[src/rtl/prog_counter_if.sv]
// Control/status bundle between the CPU controller (master) and the program
// counter (slave).
interface prog_counter_if #(
  parameter int unsigned WIDTH = 5
);
  logic [WIDTH-1:0] data;
  logic             load;
  logic             enable;
  logic             call;
  logic             ret;
  logic [WIDTH-1:0] count;
  logic             stack_empty;
  logic             stack_full;
  logic             err;
  logic             tc;

  modport master (
    output data, load, enable, call, ret,
    input  count, stack_empty, stack_full, err, tc
  );

  modport slave (
    input  data, load, enable, call, ret,
    output count, stack_empty, stack_full, err, tc
  );
endinterface

[src/rtl/prog_counter.sv]
// Program counter with hardware return-address stack and sticky error flag.
// Define PC_SATURATE_EN to make enable stick at all-ones instead of wrapping.
module prog_counter #(
  parameter int unsigned WIDTH       = 5,
  parameter int unsigned STACK_DEPTH = 4,
  parameter int unsigned RESET_VAL   = 0
) (
  input logic           clk,
  input logic           rst_,
  prog_counter_if.slave bus
);

  localparam int unsigned SPW = $clog2(STACK_DEPTH) + 1;

  logic [WIDTH-1:0] count_q, count_nxt, count_inc;
  logic [SPW-1:0]   sp_q, sp_nxt;
  logic [SPW-2:0]   top_idx;
  logic             err_q, err_nxt;
  logic             push;
  logic             empty, full;
  logic [WIDTH-1:0] stack [STACK_DEPTH];

  assign count_inc = count_q + WIDTH'(1);
  assign top_idx   = sp_q[SPW-2:0] - (SPW-1)'(1);
  assign empty     = (sp_q == '0);
  assign full      = (sp_q == SPW'(STACK_DEPTH));

  always_comb begin
    count_nxt = count_q;
    sp_nxt    = sp_q;
    err_nxt   = err_q;
    push      = 1'b0;
    if (bus.ret) begin
      if (empty) begin
        err_nxt = 1'b1;
      end else begin
        count_nxt = stack[top_idx];
        sp_nxt    = sp_q - SPW'(1);
      end
    end else if (bus.call) begin
      if (full) begin
        err_nxt = 1'b1;
      end else begin
        push      = 1'b1;
        sp_nxt    = sp_q + SPW'(1);
        count_nxt = bus.data;
      end
    end else if (bus.load) begin
      count_nxt = bus.data;
    end else if (bus.enable) begin
`ifdef PC_SATURATE_EN
      if (!(&count_q)) count_nxt = count_inc;
`else
      count_nxt = count_inc;
`endif
    end
  end

  always_ff @(posedge clk) begin
    if (!rst_) begin
      count_q <= WIDTH'(RESET_VAL);
      sp_q    <= '0;
      err_q   <= 1'b0;
    end else begin
      count_q <= count_nxt;
      sp_q    <= sp_nxt;
      err_q   <= err_nxt;
    end
  end

  // Return address always wraps, even in the saturating build.
  always_ff @(posedge clk) begin
    if (rst_ && push) stack[sp_q[SPW-2:0]] <= count_inc;
  end

  assign bus.count       = count_q;
  assign bus.stack_empty = empty;
  assign bus.stack_full  = full;
  assign bus.err         = err_q;
  assign bus.tc          = &count_q;

endmodule

[src/flat_wrapper.sv]
// flat-port wrapper written by rule: the top's interface ports become plain ports
module prog_counter_flat 
#(
  parameter int unsigned WIDTH       = 5,
  parameter int unsigned STACK_DEPTH = 4,
  parameter int unsigned RESET_VAL   = 0
)
  (clk, rst_, bus_data, bus_load, bus_enable, bus_call, bus_ret, bus_count, bus_stack_empty, bus_stack_full, bus_err, bus_tc);
  prog_counter_if #(.WIDTH(WIDTH)) bus_i ();
  input logic clk;
  input logic rst_;
  input wire logic [$bits(bus_i.data)-1:0] bus_data;
  input wire logic [$bits(bus_i.load)-1:0] bus_load;
  input wire logic [$bits(bus_i.enable)-1:0] bus_enable;
  input wire logic [$bits(bus_i.call)-1:0] bus_call;
  input wire logic [$bits(bus_i.ret)-1:0] bus_ret;
  output wire logic [$bits(bus_i.count)-1:0] bus_count;
  output wire logic [$bits(bus_i.stack_empty)-1:0] bus_stack_empty;
  output wire logic [$bits(bus_i.stack_full)-1:0] bus_stack_full;
  output wire logic [$bits(bus_i.err)-1:0] bus_err;
  output wire logic [$bits(bus_i.tc)-1:0] bus_tc;
  assign bus_i.data = bus_data;
  assign bus_i.load = bus_load;
  assign bus_i.enable = bus_enable;
  assign bus_i.call = bus_call;
  assign bus_i.ret = bus_ret;
  assign bus_count = bus_i.count;
  assign bus_stack_empty = bus_i.stack_empty;
  assign bus_stack_full = bus_i.stack_full;
  assign bus_err = bus_i.err;
  assign bus_tc = bus_i.tc;
  prog_counter #(.WIDTH(WIDTH), .STACK_DEPTH(STACK_DEPTH), .RESET_VAL(RESET_VAL)) u_core (.clk(clk), .rst_(rst_), .bus(bus_i));
endmodule
[config.mk]
export PLATFORM = sky130hd
export DESIGN_NAME = prog_counter_flat
export DESIGN_NICKNAME = d
export VERILOG_FILES = /design/src/rtl/prog_counter_if.sv /design/src/rtl/prog_counter.sv /design/src/flat_wrapper.sv
export SDC_FILE = /design/constraint.sdc
export NUM_CORES = 1
export LEC_CHECK = 0
export ABC_AREA = 0
export CAP_MARGIN = 20
export CORE_ASPECT_RATIO = 0.5
export CORE_UTILIZATION = 53
export DETAILED_ROUTE_END_ITERATION = 7
export PLACE_DENSITY = 0.83
export SETUP_SLACK_MARGIN = 0.15
export SLEW_MARGIN = 20
export SYNTH_ARGS = -nofsm -noshare
export SYNTH_HDL_FRONTEND = slang
export SYNTH_SLANG_ARGS = --single-unit
[constraint.sdc]
create_clock -name clk -period 2.4 [get_ports clk]
set_clock_uncertainty 0.05 [all_clocks]
set_input_delay 0.24 -clock clk [delete_from_list [all_inputs] [get_ports clk]]
set_output_delay 0.24 -clock clk [all_outputs]
set_load 0.01 [all_outputs]
# After elaboration in Yosys (flattened, before gate mapping)
# Memory sizes are Yosys's and may differ from the RTL's.
# Cells that the tools add are included.
[classes]
n_addsub = 4
eq_ne = 5
muxes = 19
n_reduce_logical = 9
[ops]
columns = ["operator", "count"]
rows = [
  ["$mux 5", 6],
  ["$mux 3", 4],
  ["$mux 1", 9],
  ["$reduce_and 3->1", 3],
  ["$add 5x1->5 const B", 1],
  ["$reduce_and 5->1", 1],
  ["$ne 2x2->1 const B", 2],
  ["$reduce_bool 2->1", 2],
  ["$reduce_bool 4->1", 1],
  ["$add 3x1->3 const B", 1],
  ["$eq 3x3->1 const B", 1],
  ["$logic_not 3->1", 1],
  ["$ne 3x3->1 const B", 1],
  ["$sub 3x1->3 const B", 1],
  ["$ne 2x1->1 const B", 1],
  ["$sub 2x1->2 const B", 1],
  ["$logic_and 1x1->1", 1],
]
[word_totals]
input_bits = 11
ram_bits = 20
mem_count = 1
out_inout_bits = 9
register_bits = 9
[memory_table]
columns = ["memory", "depth", "width", "rd", "rd_clocked_by_memory_dff", "wr", "line", "source"]
rows = [
  ["u_core.stack", 4, 5, 1, 0, 1, "prog_counter.sv:21", "logic [WIDTH-1:0] stack [STACK_DEPTH];"],
]

# Logic depth before layout (Yosys ltp)
# Gate-level depths: netlist of run 1.
[depth]
depth_word = 7
depth_mapped = 8
depth_no_buf = 6

# Worst setup path after synthesis of run 1
# OpenSTA, ideal clock, no wires.
[synth_timing]
path_kind = "flip-flop to flip-flop"
from = "reg u_core.sp_q[0]"
to = "reg u_core.count_q[3], in the netlist u_core.bus.count[3]"
setup_time_ns = 0.120
arrival_ns = 1.742
setup_slack_ns = 0.488
path_buffers = 1
stages_incl_launch_ff = 7
path_cell_list = "dfxtp_1 > buf_2 > inv_1 > ha_1 > a2111oi_0 > o41a_4 > nor3b_2"
[synth_between]
elab_chain_len = 4
word_cells_on_any_way = 9
classes_between = "1 x add/sub; 3 x eq/ne; 2 x mux; 2 x reduce/logical; 1 x memory"
[synth_rtl]
columns = ["item", "line", "source"]
rows = [
  ["from (decl)", "prog_counter.sv:16", "logic [SPW-1:0] sp_q, sp_nxt;"],
  ["from (signal assigned)", "prog_counter.sv:66", "sp_q <= sp_nxt;"],
  ["$sub 2x1->2", "prog_counter.sv:24", "assign top_idx = sp_q[SPW-2:0] - (SPW-1)'(1);"],
  ["$mem_v2 4x5", "n/a", ""],
  ["$mux 5", "prog_counter.sv:34", "if (empty) begin"],
  ["$mux 5", "prog_counter.sv:33", "if (bus.ret) begin"],
  ["to (signal assigned)", "prog_counter.sv:61", "count_q <= WIDTH'(RESET_VAL);"],
  ["to (signal assigned)", "prog_counter.sv:65", "count_q <= count_nxt;"],
  ["to (decl)", "prog_counter.sv:15", "logic [WIDTH-1:0] count_q, count_nxt, count_inc;"],
]
# Parallel ways exist; a longest one is shown, timed or not. The select of a mux whose other input is x is not followed.
# A chain may end at the register's enable or synchronous reset.

# Worst setup path after layout of run 1
[layout_timing]
from = "reg u_core.count_q[0], in the netlist u_core.bus.count[0]"
to = "out bus_tc"
[layout_between]
elab_chain_len = 1
[layout_rtl]
columns = ["item", "line", "source"]
rows = [
  ["$reduce_and 5->1", "prog_counter.sv:80", "assign bus.tc = &count_q;"],
  ["to (decl)", "flat_wrapper.sv:21", "output wire logic [$bits(bus_i.tc)-1:0] bus_tc;"],
]
# Every way passes these cells.

==> results of run 1 <==
[state kept, by name (all words and copies together) (netlist names)]
| register | count |
|---|---|
| u_core.bus.count | 5 |
| u_core.bus.err | 1 |
| u_core.stack | 20 |
| u_core.sp_q | 3 |
[routing by layer]
layer	vias to the layer above	share of wire [%]	GRT usage, %
met5	-	0	0
met4	0	1.6	11.8
met3	6	4.2	7.11
met2	21	46	36.7
met1	464	48	31.4
li1	465	-	-
[power by group]
part | switching, uW | internal, uW
clock | 183 | 199
sequential | 72.2 | 668
combinational | 398 | 397
[logic make-up (layout without fill, tap and decap cells)]
kind of cell / Yosys count / after routing / share of synthesized area [%]
compound gates: 18 / 18 / 9.41
xor+xnor: 5 / 5 / 3.11
fa+ha+maj: 7 / 7 / 6.74
buf+inv: 8 / 36 / 2.84
flops: 29 / 29 / 55.4
mux: 6 / 6 / 7.81
simple gates: 36 / 36 / 14.7
[layout make-up]
type	instances	area share [%]
Sequential cell	29	44.8
Multi-Input combinational cell	72	33.8
Timing Repair Buffer	24	13.1
Clock buffer	5	3.95
Tap cell	35	2.51
Clock inverter	3	1.01
Inverter	4	0.861
[metrics by stage]
step,power (uW),hold slack [ns],cell area [um2]
finish,1920,0.415,1740
global route,2030,0.445,1740
CTS,1920,0.418,1740
detailed placement,1540,0.404,1660
global placement,1510,0.399,1660
floorplan,1260,0.342,1410
[path summary, 6_finish.rpt]
check / to / slack [ns] / cells after the start
worst min register to register: u_core.bus.err$_SDFFE_PN0P_ / 0.42 / 1
worst max-delay path: bus_tc / 0.34 / 4
worst max register to register: u_core.bus.count[3]$_SDFFE_PN0P_ / 0.51 / 5
worst min-delay path: u_core.bus.err$_SDFFE_PN0P_ / 0.42 / 1
[critical path, cell delays in order (launching register included)]
cell             delay, ns
dfxtp_1               0.43
ha_1                  0.23
and3_1                0.17
ha_1                  0.14
clkdlybuf4s50_1       0.53
[cells in the final DEF (no fill, tap or decap), drive strengths merged, types with 2 or more instances in the layout]
master,instances
o211ai,4
ha,6
clkinv,2
dfxtp,9
nand3,2
nor2b,3
xnor2,3
buf,5
nand2b,2
nor2,3
clkdlybuf4s50,19
mux2i,2
and3,3
o21ai,4
nand2,9
xor2,2
edfxtp,20
and2,5
a21oi,2
or3,2
mux4,4
nand3b,2
a31oi,4
inv,4
clkbuf,5
[cell usage after synthesis]
| cell | count | area [um2] |
|---|---|---|
| o21ai_1 | 4 | 20.0 |
| o21a_1 | 1 | 7.51 |
| dfxtp_1 | 9 | 180 |
| o41a_4 | 1 | 21.3 |
| nand2b_1 | 2 | 12.5 |
| o211a_1 | 1 | 10.0 |
| nor2b_1 | 3 | 18.8 |
| or3_1 | 2 | 12.5 |
| nand3b_1 | 2 | 15.0 |
| mux4_2 | 4 | 90.1 |
| nand2_1 | 9 | 33.8 |
| ha_1 | 6 | 75.1 |
| xnor2_1 | 3 | 26.3 |
| nor4bb_1 | 1 | 10.0 |
| or4_1 | 1 | 7.51 |
| nor2_1 | 3 | 11.3 |
| xor2_1 | 2 | 17.5 |
| inv_1 | 4 | 15.0 |
| fa_1 | 1 | 20.0 |
| clkbuf_1 | 1 | 3.75 |
| a21oi_1 | 2 | 10.0 |
| and2_1 | 5 | 31.3 |
| mux2i_1 | 2 | 20.0 |
| edfxtp_1 | 20 | 601 |
| nand4b_1 | 1 | 8.76 |
| nor3_1 | 1 | 5.00 |
| nand3_1 | 2 | 10.0 |
| and3_1 | 3 | 18.8 |
| buf_6 | 1 | 11.3 |
| buf_2 | 2 | 10.0 |
| o211ai_1 | 4 | 30.0 |
| a31oi_1 | 4 | 25.0 |
| nor3b_2 | 1 | 12.5 |
| a2111oi_0 | 1 | 8.76 |
==> impl_metrics.json, run 1 <==
{
  "firstDrtPassIters": 4,
  "crit_type": "register to output pin",
  "antennaDiodeCount": 0,
  "critPathCaptureType": "output pin",
  "start_kind": "register",
  "core_area_um2": 2360,
  "fin_util_pct": 73.9,
  "die_h_um": 38.5,
  "die-area_um2": 2880,
  "fmaxAchievable_ghz": 0.486,
  "clockBufferDepth": 2,
  "outcome": "finished, final reports clean",
  "drive_gt1_share_pct": 13.9,
  "routed-via-count": 956,
  "post-cts-setup-buffers": 0,
  "insertion_delay_ns": 0.28,
  "grt_max_degree": 11,
  "maxSlewHeadroom_pct": 64.1,
  "final_nets": 154,
  "area_growth_pct": 23.6,
  "io_pins": 20,
  "finalSetupViolations": 0,
  "grt_first_pass_wirelength_um": 4540,
  "hold_violations": 0,
  "gr-total-overflow": 0,
  "drv_slew": 0,
  "start_util_pct": 59.8,
  "yosys_register_bits": 29,
  "cp_data_required_time_ns": 2.11,
  "yosysUniqueCellTypes": 34,
  "rsz0062_at_grt": "false",
  "postSynthAreaPerCell_um2": 12.9,
  "ctsHoldBuffers": 0,
  "ys_seq_area_share_pct": 55.4,
  "clock_tree.root_cell": "clkbuf_8",
  "fillers": 163,
  "tritoncts": "done",
  "dp.cells": 164,
  "seq_area_um2": 781,
  "r2r_start": "u_core.sp_q[1]$_SDFFE_PN0P_",
  "cts.sinks": 29,
  "avgViaCountPerCell": 5.56,
  "grt_usage_pct": 23.9,
  "clk_pin_slew_ns": 0.06,
  "row_count": 12,
  "hold_path_class": "register to register",
  "worstPathMaxFanout": 6,
  "syn_nets": 127,
  "io_buffers": 19,
  "gp_congestion": 0.825,
  "tightestPinTransition_ns": 0.525,
  "crit_start": "u_core.bus.count[0]$_SDFFE_PN0P_",
  "grt_pass1_vias": 923,
  "setup_tns_ns": 0,
  "drc": 0,
  "cts_inserted_buffers": 5,
  "cp.arrival_ns": 1.77,
  "stdcell_count": 172,
  "wl_per_cell_um": 16.9,
  "cts-htree-levels": 2,
  "hold_path_startpoint": "u_core.bus.err$_SDFFE_PN0P_",
  "cap_violations": 0,
  "yosysWarnings": 0,
  "dp_hpwl_um": 2080,
  "routed_wl_um": 2920,
  "timing.final.crit_period_ns": 2.06,
  "vdd_drop_max_mv": 0.799,
  "multi_input_area_um2": 589,
  "ant_nets": 0,
  "netlist_area_um2": 1410,
  "min_period_over_period_pct": 85.8,
  "p_per_area_nw_per_um2": 1100,
  "place_ws_ns": 0.314,
  "setup_ws_ns": 0.341,
  "antenna_found_initial": 0,
  "post_cts_resized": 0,
  "die_w_um": 74.9,
  "drt_iter0_markers": 93,
  "power_leakage_uw": 0.000647,
  "synthCells": 109
}
(Power assumes the default switching activity.)
==> run 2, diff against run 1 <==
GPL_ROUTABILITY_DRIVEN = 0   (was default)
==> results of run 2 <==
No change in the layout: final DEF, timing and power equal those of run 1.
